### src/rtl/fp_mult_param.sv
// Parametrised multi-cycle floating-point multiplier: shift-add significand product,
// four rounding modes, DAZ/FTZ, IEEE exception flags and a start/busy/done handshake.
module fp_mult_param #(
    parameter int EXP_W = 8,
    parameter int MAN_W = 23
) (
    input  logic                   clk,
    input  logic                   rst_n,
    input  logic [EXP_W+MAN_W:0]   a,
    input  logic [EXP_W+MAN_W:0]   b,
    input  logic [1:0]             rnd_mode,
    input  logic                   start,
    output logic                   busy,
    output logic                   done,
    output logic [EXP_W+MAN_W:0]   p,
    output logic [3:0]             flags
);
    localparam int W      = 1 + EXP_W + MAN_W;
    localparam int SIG_W  = MAN_W + 1;
    localparam int PROD_W = 2 * SIG_W;
    localparam int EXP_S  = EXP_W + 2;
    localparam int CNT_W  = $clog2(MAN_W + 1);
    localparam int BIAS   = (1 << (EXP_W - 1)) - 1;
    localparam int EMAX   = (1 << EXP_W) - 1;

    localparam logic [1:0] SP_NONE = 2'd0, SP_NAN = 2'd1, SP_INF = 2'd2, SP_ZERO = 2'd3;

    typedef enum logic [2:0] {S_IDLE, S_UNPACK, S_MUL, S_NORM, S_ROUND, S_DONE} state_t;
    state_t state_reg, state_next;

    logic [W-1:0]      a_reg, b_reg, p_reg;
    logic [1:0]        rnd_reg, spec_reg;
    logic              sign_reg, nv_reg, g_reg, rs_reg;
    logic [EXP_S-1:0]  exp_reg;
    logic [SIG_W-1:0]  mcand_reg, mplier_reg;
    logic [PROD_W-1:0] acc_reg;
    logic [CNT_W-1:0]  cnt_reg;
    logic [MAN_W-1:0]  mant_reg;
    logic [3:0]        flags_reg;

    // Operand classification (subnormals read as zero)
    logic [EXP_W-1:0] ea, eb;
    logic [MAN_W-1:0] ma, mb;
    logic a_zero, b_zero, a_inf, b_inf, a_nan, b_nan, a_snan, b_snan, inf_times_zero;
    logic [1:0]       spec_next;
    logic [EXP_S-1:0] exp_sum;

    assign ea = a_reg[W-2:MAN_W];
    assign eb = b_reg[W-2:MAN_W];
    assign ma = a_reg[MAN_W-1:0];
    assign mb = b_reg[MAN_W-1:0];
    assign a_zero = ~|ea;
    assign b_zero = ~|eb;
    assign a_inf  = (&ea) & ~|ma;
    assign b_inf  = (&eb) & ~|mb;
    assign a_nan  = (&ea) & |ma;
    assign b_nan  = (&eb) & |mb;
    assign a_snan = a_nan & ~ma[MAN_W-1];
    assign b_snan = b_nan & ~mb[MAN_W-1];
    assign inf_times_zero = (a_inf & b_zero) | (b_inf & a_zero);
    assign exp_sum = {2'b00, ea} + {2'b00, eb} - EXP_S'(BIAS);

    always_comb begin
        spec_next = SP_NONE;
        if (a_nan | b_nan | inf_times_zero) spec_next = SP_NAN;
        else if (a_inf | b_inf)             spec_next = SP_INF;
        else if (a_zero | b_zero)           spec_next = SP_ZERO;
    end

    // One multiplier bit per cycle, MSB first
    logic [PROD_W-1:0] acc_step;
    assign acc_step = {acc_reg[PROD_W-2:0], 1'b0}
                    + (mplier_reg[SIG_W-1] ? {{SIG_W{1'b0}}, mcand_reg} : {PROD_W{1'b0}});

    // Normalisation: product of two 1.x significands lies in [1,4)
    logic              prod_msb;
    logic [MAN_W-1:0]  mant_norm;
    logic              g_norm, rs_norm;
    assign prod_msb  = acc_reg[PROD_W-1];
    assign mant_norm = prod_msb ? acc_reg[2*MAN_W:MAN_W+1] : acc_reg[2*MAN_W-1:MAN_W];
    assign g_norm    = prod_msb ? acc_reg[MAN_W] : acc_reg[MAN_W-1];
    assign rs_norm   = prod_msb ? |acc_reg[MAN_W-1:0] : |acc_reg[MAN_W-2:0];

    // Rounding and final packing
    logic              inexact, inc, carry, to_inf, underflow;
    logic [MAN_W-1:0]  mant_rnd;
    logic [EXP_S-1:0]  exp_rnd;
    logic [W-1:0]      p_next;
    logic [3:0]        flags_next;

    assign inexact   = g_reg | rs_reg;
    assign {carry, mant_rnd} = {1'b0, mant_reg} + {{MAN_W{1'b0}}, inc};
    assign exp_rnd   = exp_reg + {{(EXP_S-1){1'b0}}, carry};
    assign underflow = exp_reg[EXP_S-1] | (exp_reg == '0);
    assign to_inf    = (rnd_reg == 2'b00) | ((rnd_reg == 2'b10) & ~sign_reg)
                     | ((rnd_reg == 2'b11) & sign_reg);

    always_comb begin
        unique case (rnd_reg)
            2'b00:   inc = g_reg & (rs_reg | mant_reg[0]);
            2'b01:   inc = 1'b0;
            2'b10:   inc = inexact & ~sign_reg;
            default: inc = inexact & sign_reg;
        endcase
    end

    always_comb begin
        p_next     = {sign_reg, exp_rnd[EXP_W-1:0], mant_rnd};
        flags_next = {3'b000, inexact};
        if (spec_reg == SP_NAN) begin
            p_next     = {1'b0, {EXP_W{1'b1}}, 1'b1, {(MAN_W-1){1'b0}}};
            flags_next = {nv_reg, 3'b000};
        end else if (spec_reg == SP_INF) begin
            p_next     = {sign_reg, {EXP_W{1'b1}}, {MAN_W{1'b0}}};
            flags_next = 4'b0000;
        end else if (spec_reg == SP_ZERO) begin
            p_next     = {sign_reg, {(W-1){1'b0}}};
            flags_next = 4'b0000;
        end else if (underflow) begin
            p_next     = {sign_reg, {(W-1){1'b0}}};
            flags_next = 4'b0011;
        end else if (exp_rnd >= EXP_S'(EMAX)) begin
            p_next     = to_inf ? {sign_reg, {EXP_W{1'b1}}, {MAN_W{1'b0}}}
                                : {sign_reg, {(EXP_W-1){1'b1}}, 1'b0, {MAN_W{1'b1}}};
            flags_next = 4'b0101;
        end
    end

    // FSM: state register / next state / outputs
    always_ff @(posedge clk or negedge rst_n) begin
        if (!rst_n) state_reg <= S_IDLE;
        else        state_reg <= state_next;
    end

    always_comb begin
        state_next = state_reg;
        unique case (state_reg)
            S_IDLE:   if (start) state_next = S_UNPACK;
            S_UNPACK: state_next = S_MUL;
            S_MUL:    if (cnt_reg == '0) state_next = S_NORM;
            S_NORM:   state_next = S_ROUND;
            S_ROUND:  state_next = S_DONE;
            default:  state_next = S_IDLE;
        endcase
    end

    always_comb begin
        busy = (state_reg == S_UNPACK) || (state_reg == S_MUL)
            || (state_reg == S_NORM)   || (state_reg == S_ROUND);
        done = (state_reg == S_DONE);
    end

    always_ff @(posedge clk or negedge rst_n) begin
        if (!rst_n) begin
            a_reg <= '0; b_reg <= '0; rnd_reg <= '0; spec_reg <= '0;
            sign_reg <= 1'b0; nv_reg <= 1'b0; g_reg <= 1'b0; rs_reg <= 1'b0;
            exp_reg <= '0; mcand_reg <= '0; mplier_reg <= '0; acc_reg <= '0;
            cnt_reg <= '0; mant_reg <= '0; p_reg <= '0; flags_reg <= '0;
        end else begin
            unique case (state_reg)
                S_IDLE: if (start) begin
                    a_reg   <= a;
                    b_reg   <= b;
                    rnd_reg <= rnd_mode;
                end
                S_UNPACK: begin
                    sign_reg   <= a_reg[W-1] ^ b_reg[W-1];
                    exp_reg    <= exp_sum;
                    spec_reg   <= spec_next;
                    nv_reg     <= inf_times_zero | a_snan | b_snan;
                    mcand_reg  <= {1'b1, ma};
                    mplier_reg <= {1'b1, mb};
                    acc_reg    <= '0;
                    cnt_reg    <= CNT_W'(MAN_W);
                end
                S_MUL: begin
                    acc_reg    <= acc_step;
                    mplier_reg <= {mplier_reg[SIG_W-2:0], 1'b0};
                    cnt_reg    <= cnt_reg - CNT_W'(1);
                end
                S_NORM: begin
                    exp_reg  <= exp_reg + {{(EXP_S-1){1'b0}}, prod_msb};
                    mant_reg <= mant_norm;
                    g_reg    <= g_norm;
                    rs_reg   <= rs_norm;
                end
                S_ROUND: begin
                    p_reg     <= p_next;
                    flags_reg <= flags_next;
                end
                default: ;
            endcase
        end
    end

    assign p     = p_reg;
    assign flags = flags_reg;
endmodule

### config.mk
export PLATFORM = sky130hd
export DESIGN_NAME = fp_mult_param
export DESIGN_NICKNAME = d
export VERILOG_FILES = /design/src/rtl/fp_mult_param.sv
export SDC_FILE = /design/constraint.sdc
export NUM_CORES = 1
export LEC_CHECK = 0
export BUFFER_PORTS_ARGS = -buffer_cell sky130_fd_sc_hd__buf_2
export CORE_ASPECT_RATIO = 2
export CORE_MARGIN = 2
export CORE_UTILIZATION = 58
export DETAILED_ROUTE_END_ITERATION = 8
export PLACE_DENSITY_LB_ADDON = 0.1
export SLEW_MARGIN = 20
export SYNTH_ARGS = -nofsm -noshare
export SYNTH_HDL_FRONTEND = slang
export SYNTH_SLANG_ARGS = --single-unit
export TNS_END_PERCENT = 30
### constraint.sdc
create_clock -name clk -period 5.41 [get_ports clk]
set_input_delay 0.2705 -clock clk [delete_from_list [all_inputs] [get_ports clk]]
set_output_delay 0.2705 -clock clk [all_outputs]
set_load 0.01 [all_outputs]
Word level (Yosys, flattened, before mapping)
Cells that the tools add are included.
Storage, ports and cells
  register bits: 245
  bits of input ports: 69
  output and inout port bits: 38
  word-level logic and storage cells: 116
Cells by class
  add/subtract/negate cells: 7
  magnitude comparators: 1
  equal/unequal tests: 13
  muxes and demuxes: 26
  bitwise logic cells: 29
  reduce and logical (&&, ||, !) cells: 23
Operators with widths (count)
  $mux 31: 4
  $pmux 48 s2: 1
  $reduce_or 23->1: 3
  $add 48x24->48: 1
  $mux 24: 2
  $pmux 24 s2: 1
  $mux 32: 1
  $add 23x1->24: 1
  $mux 23: 1
  $reduce_or 22->1: 1
  $add 10x1->10: 2
  $pmux 10 s2: 1
  $mux 3: 6
  $reduce_and 8->1: 2
  $reduce_or 8->1: 2
  $pmux 3 s5: 1
  $and 1x1->1: 13
  $or 1x1->1: 12
  $ge 10x8->1 const B: 1
  $logic_not 10->1: 1
  $pmux 5 s2: 1
  $sub 9x7->10 const B: 1
  $add 8x8->9: 1
  $eq 2x2->1 const B: 4
  19 further kinds: 35

Logic depth before layout (Yosys ltp)
Gate-level depths: netlist (run 1).
  depth after elaboration: 11
  gate-level depth with buffers: 24
  depth with buffers taken out: 21

Worst setup path before layout (run 1)
No wires, ideal clock.
  path type: reg2reg
  start point: reg rnd_reg[1]
  end point: reg p_reg[18] (netlist: p[18])
  library setup time: 0.121 ns
  data arrival time: 4.293 ns
  data required time: 5.289 ns
  slack: 0.996 ns
  cell stages (with the launch flop): 24
  buffers on the path: 2
  period minus slack after synthesis: 4.414 ns
  path through: dfrtp_1 nor2b_1 ha_1 nor2b_1 a21oi_1 o22ai_1 ha_1 and3_1 and4_1 and2_1 nand2_1 or2_1 clkbuf_1 nor3_1 ha_1 nor2b_1 o21ai_1 o31a_1 nor4_1 o21bai_4 nand2b_1 and2b_1 buf_4 a22o_1
Between the ends
  longest elaborated chain between the ends: 10
  elaborated cells between the ends (all ways): 18
  those cells by class: 2 x add/sub; 1 x order compare; 3 x eq/ne; 7 x mux; 4 x bitwise; 1 x reduce/logical
RTL lines
  start: declaration: line 32  | logic [1:0] rnd_reg, spec_reg;
  start signal: assignment: line 164  | rnd_reg <= rnd_mode;
  $eq 2x2->1, or another cell as far along: line 95, 99
  $pmux 1 s3 or $and 1x1->1 (tied branches): line 99, 95
  $add 23x1->24 or $or 1x1->1 (tied branches): line 92, 95
  $add 10x1->10 or $or 1x1->1 (tied branches): line 93, 96
  $ge 10x8->1 or $mux 24 (tied branches): line 122, 123
  $mux 31 (*): line 122  | end else if (exp_rnd >= EXP_S'(EMAX)) begin
  $mux 31 (*): line 119  | end else if (underflow) begin
  $mux 31 (*): line 116  | end else if (spec_reg == SP_ZERO) begin
  $mux 31 (*): line 113  | end else if (spec_reg == SP_INF) begin
  $mux 32 (*): line 110  | if (spec_reg == SP_NAN) begin
  end signal: assignment: line 188  | p_reg <= p_next;
  end: declaration: line 31  | logic [W-1:0] a_reg, b_reg, p_reg;
Mark *: on every way between the ends. The rest lies on a longest branch, timed or not.
A chain may end at the register's enable or synchronous reset.

Worst setup path in the final report (run 1)
  start point: reg rnd_reg[1]
  end point: reg p_reg[4] (netlist: p[4])
Same word-level chain as after synthesis.

==> results of run 1 <==
cell families after synthesis:
| kind of cell | Yosys count | synth area share, % |
|---|---|---|
| mux | 89 | 7.445 |
| flops | 245 | 47.13 |
| simple gates | 492 | 17.51 |
| buf+inv | 104 | 3.271 |
| fa+ha+maj | 49 | 4.829 |
| compound gates | 293 | 15.03 |
| xor+xnor | 71 | 4.781 |
layer usage:
metal / vias to the layer above / wire length (µm)
met1: 4927 / 11290
met3: 64 / 1079
li1: 4969 / -
met5: - / 0
met4: 0 / 903
met2: 225 / 17250
cells in the mapped netlist (8+ instances only):
master	number	area (µm²)
o21ai_0	104	520.5
and2_1	29	181.4
nor2_1	55	206.5
clkbuf_1	57	214.0
xor2_1	24	210.2
mux2i_1	27	270.3
nor3_1	15	75.07
o21ai_1	8	40.04
a22oi_1	23	172.7
mux2_2	62	698.2
nand2b_1	13	81.33
a21o_1	10	75.07
a22o_1	30	262.8
nand3_1	26	130.1
nor4_1	24	150.1
a21oi_1	57	285.3
xnor2_1	47	411.6
dfrtp_1	245	6131
ha_1	47	588.1
inv_1	30	112.6
and3_1	15	93.84
nand2_1	269	1010
nand4_1	11	68.82
power groups by stage:
stage | clock [mW] | sequential (mW) | combinational [mW]
after floorplan | 0 | 3.05 | 2.77
after global placement | 0 | 3.26 | 3.45
after detailed placement | 0 | 3.28 | 3.55
after CTS | 1.65 | 3.25 | 3.61
after global routing | 1.72 | 3.37 | 4.06
final | 1.62 | 3.26 | 3.61
final timing paths:
check                        startpoint            end  slack, ps  cells past startpoint
min in group asynchronous         rst_n          p[26]        360                      2
hold / removal                    start   state_reg[0]        110                      3
hold reg to reg            mcand_reg[4]   mcand_reg[4]        470                      2
setup / recovery             rnd_reg[1]           p[4]        390                     21
setup reg to reg             rnd_reg[1]           p[4]        390                     21
max in group asynchronous         rst_n  mcand_reg[12]       3840                      3
timing repair:
action,CTS,global route
resized for setup,0,3
setup endpoints to repair,0,24
endpoints found under the hold margin,169,1
hold buffers,66,1
through the flow:
stage,std cells,util (%)
2_1_floorplan,1343,-
3_3_place_gp,1663,62.12
3_5_place_dp,1663,62.12
4_1_cts,1763,68.41
5_1_grt,1764,68.51
6_report,1764,68.51
worst max-delay path, stage by stage (launching register included):
cell and delay (ps):
dfrtp_1 410, nor2b_1 150, ha_1 270, nor2b_1 180, a21oi_1 60, o22ai_1 160, ha_1 240, and3_1 220
and4_1 220, and2_1 180, nand2_1 70, or2_1 300, nor3_2 320, ha_1 310, nor2b_1 160, o21ai_1 70
o31a_1 120, nor4_1 590, o21bai_4 90, nand2b_1 180, and2b_2 340, a22o_1 240
final cells by class:
type                       count  share of cell area [%]
timing repair buffer         185                   8.717
inverter                      30                  0.7450
clock inverter                 6                  0.5464
clock buffer                  28                   4.263
tap                          276                   2.285
multi-input combinational    994                   42.88
sequential                   245                   40.56
==> out/metrics.csv, run 1 <==
stage,metric,value,unit
route,Via density,5.774,
sta,Setup TNS,0,ps
cells_and_area,Final #Nets,1596,
yosys,Synth Register Bits,245,
power_and_ir_drop,Combinational Power Share,42.5,%
floorplan,width of the die,109.9,µm
placed_design,PortBufs,106,
sta,Min Hold Slack,115.0,ps
setup_path,"Req. time, crit path",5820,ps
yosys,ys async rst share,100.0,%
cells_and_area,max reg flops,48,
cells_and_area,post-route cell area,15110,µm²
global_routing,GRT Util Overall,26.89,%
placed_design,Post-DP HPWL,20830,µm
power_and_ir_drop,clock network fraction of total power,19.1,%
cts,cts bufs inserted,22,
cts,CTS Buffer Depth,3,
cells_and_area,Area growth syn-to-layout,16.20,%
route,drt drc,0,
run_status,status,"finished, final reports clean",
route,Pre-Repair DR Iteration Count,5,
yosys,"EDFF count, synth",0,
cells_and_area,"most common cell after layout, fill and taps aside",nand2_1,
placed_design,pre-CTS WS,138.3,ps
setup_path,Critical Path AT,5430,ps
sta,worst setup margin,388.2,ps
floorplan,core area,22060,µm²
sta,Final setup viols,0,
floorplan,Die ar.,23710,µm²
power_and_ir_drop,internal power,5.069,mW
placed_design,GPL Wtd Cong,0.8736,
floorplan,I/O Pins,107,
power_and_ir_drop,Power per Cell Area,561.7,nW/µm²
cells_and_area,# diodes,0,
cts,CTS Root Cell,clkbuf_16,
cells_and_area,multi-input logic area,6481,µm²
cts,clock tree sinks,245,
floorplan,Initial Utilization,58.96,%
global_routing,vias in the first global route,10700,
global_routing,first-pass GRT wire length,51270,µm
cts,CTS tree,done,
floorplan,Chip Height,215.8,µm
power_and_ir_drop,maximum VDD drop,0.3999,mV
cells_and_area,FF/Latch Area,6131,µm²
setup_path,CP Launch Type,register,
power_and_ir_drop,cell leakage power,6.793,nW
route,DRT iter0 DRCs,408,
global_routing,GRT overflow,0,
sta,Final Hold Vio Count,0,
cells_and_area,fraction of layout cells with a size suffix above 1,16.13,%
setup_path,crit-path max FO,22,
yosys,post-synth cell types,73,
setup_path,critical path endpoint category,register,
sta,minimum clock period after layout,5022,ps
global_routing,busiest grt layer,met2,
sta,Setup Skew,8.675,ps
global_routing,initial antenna violation count,0,
power_and_ir_drop,total power draw,8.490,mW
sta,Max Slew Vio Count,0,
global_routing,largest net degree at the start of global routing,142,
power_and_ir_drop,Sw Pwr,3.420,mW
cells_and_area,"commonest cells after routing, fill and taps aside","nand2_1, dfrtp_1, buf_2, o21ai_0, dlygate4sd3_1",
sta,pin slew with the least headroom to its limit,1053,ps
global_routing,GR Util met3,3.413,%
yosys,"Seq/Total Area, Yosys",47.13,%
cts,Post-CTS Setup Bufs,0,
sta,Max Clk Rate,199.1,MHz
run,maxcap violations,0,
global_routing,M2 GR Usage,51.51,%
route,Routed Antenna Nets,0,
yosys,post-synthesis cell area,13010,µm²
cts,clk slew on worst S/H paths,70,ps
yosys,Synth warnings,0,
cells_and_area,FILL cells,1759,
placed_design,placed cell areas,13700,µm²
yosys,Synthesized Nets,1461,
route,Post-Route WL,30530,µm
sta,RSZ-0062 raised after global routing,no,
sta,final worst-path cycle share,92.82,%
power_and_ir_drop,Sw Ratio,40.29,%
sta,Worst slew margin,29.81,%
yosys,Avg Inst Size Synth,9.685,µm²
yosys,Cells after Synth,1343,
power_and_ir_drop,sequential share of power,38.4,%
setup_path,critical path class,register to register,
cts,later-pin clock latency in the skew report,530,ps
worst_hold_path,Hold Crit Class,input port to register,
cts,H-tree depth,1,
route,Avg WL per Cell,17.30,µm
route,Via Count,10190,
floorplan,FP Rows,77,
yosys,"Top FF cell, synth",dfrtp_1,
global_routing,GR Util met1,29.15,%
Power figures use the tool's default switching activity.
==> inputs of run 2 (changes only) <==
--- a/config.mk
+++ b/config.mk
@@ -6,9 +6,11 @@
 export NUM_CORES = 1
 export LEC_CHECK = 0
 export BUFFER_PORTS_ARGS = -buffer_cell sky130_fd_sc_hd__buf_2
+export CELL_PAD_IN_SITES_DETAIL_PLACEMENT = 0
+export CELL_PAD_IN_SITES_GLOBAL_PLACEMENT = 1
 export CORE_ASPECT_RATIO = 2
 export CORE_MARGIN = 2
-export CORE_UTILIZATION = 58
+export CORE_UTILIZATION = 51
 export DETAILED_ROUTE_END_ITERATION = 8
 export PLACE_DENSITY_LB_ADDON = 0.1
 export SLEW_MARGIN = 20
==> constraint.sdc (replaced) <==
create_clock -name clk -period 6.33 [get_ports clk]
set_input_delay 0.3165 -clock clk [delete_from_list [all_inputs] [get_ports clk]]
set_output_delay 0.3165 -clock clk [all_outputs]
set_load 0.01 [all_outputs]
==> out/metrics.csv, run 2 (synthesized netlist as in run 1, its figures left out) <==
stage,metric,value,unit
setup_path,r2r setup slk,600,ps
cts,Post-CTS Setup Bufs,0,
route,drt drc,0,
run_status,status,"finished, final reports clean",
sta,Worst slew margin,35.50,%
placed_design,GPL Wtd Cong,0.8381,
cells_and_area,"most common cell after layout, fill and taps aside",nand2_1,
global_routing,vias in the first global route,10110,
setup_path,CP Launch Type,register,
cells_and_area,fraction of layout cells with a size suffix above 1,16.36,%
cts,cts bufs inserted,23,
global_routing,largest net degree at the start of global routing,135,
floorplan,FP Rows,82,
cts,clock tree sinks,245,
sta,final worst-path cycle share,90.53,%
power_and_ir_drop,cell leakage power,6.496,nW
floorplan,Initial Utilization,51.96,%
cells_and_area,# diodes,0,
cells_and_area,Final #Nets,1532,
sta,Final setup viols,0,
cells_and_area,"commonest cells after routing, fill and taps aside","nand2_1, dfrtp_1, buf_2, o21ai_0, mux2_2",
floorplan,Die ar.,26880,µm²
cts,CTS resizes,0,
sta,Min Hold Slack,23.50,ps
setup_path,crit-path max FO,32,
cts,CTS tree,done,
cells_and_area,Finished Layout Cells,1766,
power_and_ir_drop,internal power,4.205,mW
cts,clk slew on worst S/H paths,70,ps
floorplan,core area,25030,µm²
route,Pre-Repair DR Iteration Count,4,
setup_path,critical path endpoint category,register,
route,Post-Route WL,29510,µm
sta,Max Slew Vio Count,0,
placed_design,pre-CTS WS,508.6,ps
global_routing,GRT overflow,0,
power_and_ir_drop,maximum VDD drop,0.3237,mV
run,maxcap violations,0,
worst_hold_path,Hold Crit Class,input port to register,
global_routing,first-pass GRT wire length,49270,µm
cts,H-tree depth,1,
route,Routed Antenna Nets,0,
sta,RSZ-0062 raised after global routing,no,
power_and_ir_drop,Sw Pwr,2.862,mW
cts,CTS Root Cell,clkbuf_16,
power_and_ir_drop,sequential share of power,38.9,%
setup_path,"Req. time, crit path",6790,ps
setup_path,critical path class,register to register,
route,Via Count,9815,
cts,CTS Buffer Depth,3,
route,Avg WL per Cell,16.71,µm
placed_design,PortBufs,106,
floorplan,I/O Pins,107,
floorplan,Chip Height,229.9,µm
route,DRT iter0 DRCs,436,
sta,pin slew with the least headroom to its limit,965.5,ps
placed_design,dpl cells,1720,
sta,Setup Skew,14.33,ps
floorplan,width of the die,116.9,µm
cells_and_area,max reg flops,48,
cells_and_area,FILL cells,2349,
setup_path,Critical Path AT,6190,ps
power_and_ir_drop,Power per Cell Area,487.6,nW/µm²
global_routing,GRT Util Overall,22.66,%
power_and_ir_drop,Combinational Power Share,42.7,%
cells_and_area,Area growth syn-to-layout,11.44,%
route,Via density,5.558,
sta,worst setup margin,599.2,ps
sta,Max Clk Rate,174.5,MHz
sta,minimum clock period after layout,5731,ps
placed_design,Post-DP HPWL,21110,µm
placed_design,placed cell areas,13760,µm²
global_routing,initial antenna violation count,0,
sta,Setup TNS,0,ps
power_and_ir_drop,Sw Ratio,40.50,%
sta,Final Hold Vio Count,0,
cts,cts hold-fix bufs,5,
cts,later-pin clock latency in the skew report,530,ps
cells_and_area,post-route cell area,14500,µm²
power_and_ir_drop,clock network fraction of total power,18.4,%
run 2: area by class of cell:
class                   count  area [µm²]  area share (%)
well taps                 336       420.4           2.900
repair buffers            120       670.6           4.627
multi-input cells         994        6477           44.69
clock inverters             6       32.53          0.2244
inverters                  30       112.6          0.7769
clock buffers              35       650.6           4.489
flip-flops and latches    245        6131           42.30
run 2: worst max-delay path, stage by stage, from the launching register on:
cell and delay [ps]:
dfrtp_1 410, nor2b_1 150, ha_1 260, nor2b_1 150, a21oi_1 60, o22ai_1 150
ha_1 230, and3_1 220, and4_1 320, and2_1 220, nand2_1 70, or2_1 300
nor3_1 450, ha_1 290, and4_1 230, and2_1 240, nand4_1 130, a21boi_2 200
o21bai_4 590, nand2b_1 210, and2b_1 570, a22o_1 220
run 2: per-stage QoR:
| stage | util (%) | power, mW |
|---|---|---|
| after detailed placement | 54.96 | 5.827 |
| final | 57.90 | 7.068 |
| after CTS | 57.89 | 7.155 |
| after global placement | 54.96 | 5.748 |
| after floorplan | - | 4.980 |
| after global routing | 57.90 | 7.700 |
run 2: per-layer routing:
layer | up-vias | global-route usage (%) | part of all wire, %
met2 | 151 | 42.63 | 55
met4 | 0 | 8.566 | 3.3
met5 | - | 0 | 0
li1 | 4851 | - | -
met3 | 59 | 2.399 | 2.6
met1 | 4754 | 25.46 | 39
run 2: power by group through the flow:
| stage | Sequential [mW] | Combinational [mW] | Clock (mW) |
|---|---|---|---|
| after detailed placement | 2.79 | 3.04 | 0 |
| after floorplan | 2.61 | 2.37 | 0 |
| final | 2.75 | 3.02 | 1.30 |
| after CTS | 2.76 | 3.06 | 1.34 |
| after global placement | 2.77 | 2.98 | 0 |
| after global routing | 2.85 | 3.46 | 1.39 |
run 2: final timing paths:
path | startpoint | endpoint | depth (start not counted)
min in group asynchronous | rst_n | p[24] | 2
worst max register to register | rnd_reg[1] | p[19] | 21
max in group asynchronous | rst_n | mcand_reg[6] | 3
worst min-delay path | a[28] | a_reg[28] | 2
worst min register to register | mcand_reg[23] | mcand_reg[23] | 1
worst max-delay path | rnd_reg[1] | p[19] | 21
==> inputs of run 3 (changes only) <==
--- a/config.mk
+++ b/config.mk
@@ -5,12 +5,13 @@
 export SDC_FILE = /design/constraint.sdc
 export NUM_CORES = 1
 export LEC_CHECK = 0
+export ABC_AREA = 1
 export BUFFER_PORTS_ARGS = -buffer_cell sky130_fd_sc_hd__buf_2
 export CELL_PAD_IN_SITES_DETAIL_PLACEMENT = 0
 export CELL_PAD_IN_SITES_GLOBAL_PLACEMENT = 1
 export CORE_ASPECT_RATIO = 2
 export CORE_MARGIN = 2
-export CORE_UTILIZATION = 51
+export CORE_UTILIZATION = 48
 export DETAILED_ROUTE_END_ITERATION = 8
 export PLACE_DENSITY_LB_ADDON = 0.1
 export SLEW_MARGIN = 20
==> out/metrics.csv, run 3 <==
stage,metric,value,unit
run_status,status,"finished, final reports clean",
route,Via density,5.214,
route,Via Count,12950,
yosys,post-synth top area share,42.52,%
cells_and_area,fraction of layout cells with a size suffix above 1,8.966,%
yosys,cell with the most instances after synthesis,nand2_1,
global_routing,GRT overflow,0,
yosys,Synth warnings,0,
placed_design,dpl cells,2434,
cts,CTS resizes,0,
setup_path,"Req. time, crit path",6760,ps
power_and_ir_drop,cell leakage power,8.331,nW
yosys,"Seq/Total Area, Yosys",42.52,%
setup_path,crit-path max FO,28,
sta,minimum clock period after layout,4715,ps
global_routing,largest net degree at the start of global routing,139,
sta,Max Slew Vio Count,0,
cells_and_area,Final #Nets,2220,
setup_path,Critical Path AT,5150,ps
sta,Final Hold Vio Count,0,
cells_and_area,max reg flops,48,
sta,Worst slew margin,38.99,%
setup_path,critical path endpoint category,register,
cells_and_area,Layout Utilization,54.48,%
power_and_ir_drop,maximum VDD drop,0.2893,mV
floorplan,core area,29510,µm²
route,Max Used Layer,met4,
setup_path,r2r setup slk,1610,ps
yosys,"Top FF cell, synth",dfrtp_1,
cts,H-tree depth,1,
cts,CTS Root Cell,clkbuf_16,
power_and_ir_drop,Power per Cell Area,479.9,nW/µm²
cells_and_area,Finished Layout Cells,2484,
yosys,"EDFF count, synth",0,
sta,Setup Skew,22.82,ps
placed_design,GPL Wtd Cong,0.9548,
worst_hold_path,Hold Crit Start,a[15],
floorplan,Chip Height,249.1,µm
placed_design,pre-CTS WS,1553,ps
route,DRT iter0 DRCs,503,
placed_design,Post-DP HPWL,31130,µm
cts,cts hold-fix bufs,6,
yosys,"area leader, netlist",dfrtp_1,
route,DR WL met2,22610,µm
cts,Post-CTS Setup Bufs,0,
floorplan,I/O Pins,107,
sta,worst setup margin,1615,ps
worst_hold_path,hold path depth,3,
global_routing,vias in the first global route,12830,
yosys,Synth Register Bits,245,
cts,CTS Buffer Depth,3,
yosys,largest cells by area after synthesis,"dfrtp_1, nand2_1, inv_1",
run,maxcap violations,0,
cells_and_area,"most common cell after layout, fill and taps aside",nand2_1,
global_routing,initial antenna violation count,1,
cts,clock tree sinks,245,
cells_and_area,post-route cell area,16080,µm²
yosys,post-synth cell types,50,
floorplan,FP Rows,89,
yosys,post-synthesis cell area,14420,µm²
worst_hold_path,Hold Path Sink,a_reg[15],
global_routing,first-pass GRT wire length,65370,µm
route,Post-Route M1 WL,14360,µm
worst_hold_path,Hold Crit Class,input port to register,
setup_path,path depth of the worst reg2reg path,23,
sta,Max Clk Rate,212.1,MHz
setup_path,critical path class,register to register,
yosys,ys async rst share,100.0,%
route,Routed Antenna Nets,0,
yosys,Synthesized Nets,2141,
yosys,Avg Inst Size Synth,7.127,µm²
sta,Setup TNS,0,ps
setup_path,worst r2r src,rnd_reg[1],
sta,RSZ-0062 raised after global routing,no,
cells_and_area,"commonest cells after routing, fill and taps aside","nand2_1, inv_1, dfrtp_1, nor2_1, a21oi_1",
cts,cts bufs inserted,24,
floorplan,Initial Utilization,48.86,%
setup_path,Reg-to-Reg End,p[6],
setup_path,CP Launch Type,register,
route,Post-Route WL,40440,µm
sta,Min Hold Slack,15.91,ps
floorplan,width of the die,126.6,µm
power_and_ir_drop,total power draw,7.715,mW
placed_design,PortBufs,106,
yosys,Cells after Synth,2023,
placed_design,placed cell areas,15180,µm²
route,met3 routed WL,1151,µm
cts,CTS tree,done,
global_routing,GRT Util Overall,25.85,%
route,Pre-Repair DR Iteration Count,5,
cts,clk slew on worst S/H paths,70,ps
yosys,ranking of synthesized cells by instance count,"nand2_1, inv_1, dfrtp_1, nor2_1, a21oi_1",
sta,pin slew with the least headroom to its limit,911.8,ps
route,Avg WL per Cell,16.28,µm
cells_and_area,Area growth syn-to-layout,11.50,%
sta,Final setup viols,0,
route,drt drc,0,
cts,later-pin clock latency in the skew report,560,ps
floorplan,Die ar.,31520,µm²
sta,final worst-path cycle share,74.49,%
-- run 3: cell count changes after synthesis, moves of 45 or more --
cell	previous run	this run
a21oi_1	57	118
nand3_1	26	112
xnor2_1	47	2
inv_1	30	282
nand2_1	269	646
mux2_2	62	3
nor2_1	55	196
-- run 3: logic make-up (layout without fill, tap and decap cells) --
| kind of cell | after synthesis | count (layout) | share of synthesized area, % |
|---|---|---|---|
| xor+xnor | 14 | 14 | 0.8505 |
| buf+inv | 355 | 451 | 9.780 |
| fa+ha+maj | 49 | 49 | 4.356 |
| flops | 245 | 245 | 42.52 |
| compound gates | 300 | 300 | 11.85 |
| mux | 3 | 3 | 0.2343 |
| simple gates | 1057 | 1057 | 30.41 |
| other cells | 0 | 1 | 0 |
-- run 3: area by class of cell --
type,instances,area (µm²)
Clock buffer,33,684.4
Tap cell,364,455.4
Clock inverter,10,151.4
Sequential cell,245,6131
Inverter,288,1081
Fill cell,2947,13430
Antenna cell,1,2.502
Timing Repair Buffer,120,673.1
Multi-Input combinational cell,1423,6897
-- run 3: worst max-delay path by stage --
stage	from	end	slack (ps)	depth (start not counted)
final	rnd_reg[1]	p[6]	1610	23
after global routing	rnd_reg[1]	p[2]	1140	23
after CTS	rnd_reg[1]	p[8]	1520	24
after detailed placement	rnd_reg[1]	p[6]	1550	23
after global placement	rnd_reg[1]	p[5]	1670	23
after floorplan	rnd_reg[1]	p[5]	2720	24
-- run 3: where the power goes --
| group | internal [mW] | switching, mW | total [mW] |
|---|---|---|---|
| combinational | 1.19 | 2.39 | 3.58 |
| clock | 0.885 | 0.640 | 1.52 |
| sequential | 2.18 | 0.425 | 2.61 |
| total | 4.26 | 3.45 | 7.72 |
-- run 3: per-layer routing --
layer,track usage [%],vias up
met2,50.60,276
met4,13.53,0
met1,26.27,5932
li1,-,6636
met3,2.298,107
met5,0,-
-- run 3: critical path: stages (launching register included) --
cell,delay (ps)
dfrtp_1,400
inv_1,110
nor2_1,60
ha_1,260
o31ai_1,240
ha_1,260
nand3_1,200
nor2_1,250
nand2_1,130
nor2_1,130
nand2_1,80
nor3_1,260
nand3_1,170
nor3_1,490
ha_1,270
nand2_2,80
nor2_4,180
nand3_2,100
a21oi_2,220
nand2_2,150
nand2_4,280
nand2_1,110
o21ai_2,120
nand2_1,50
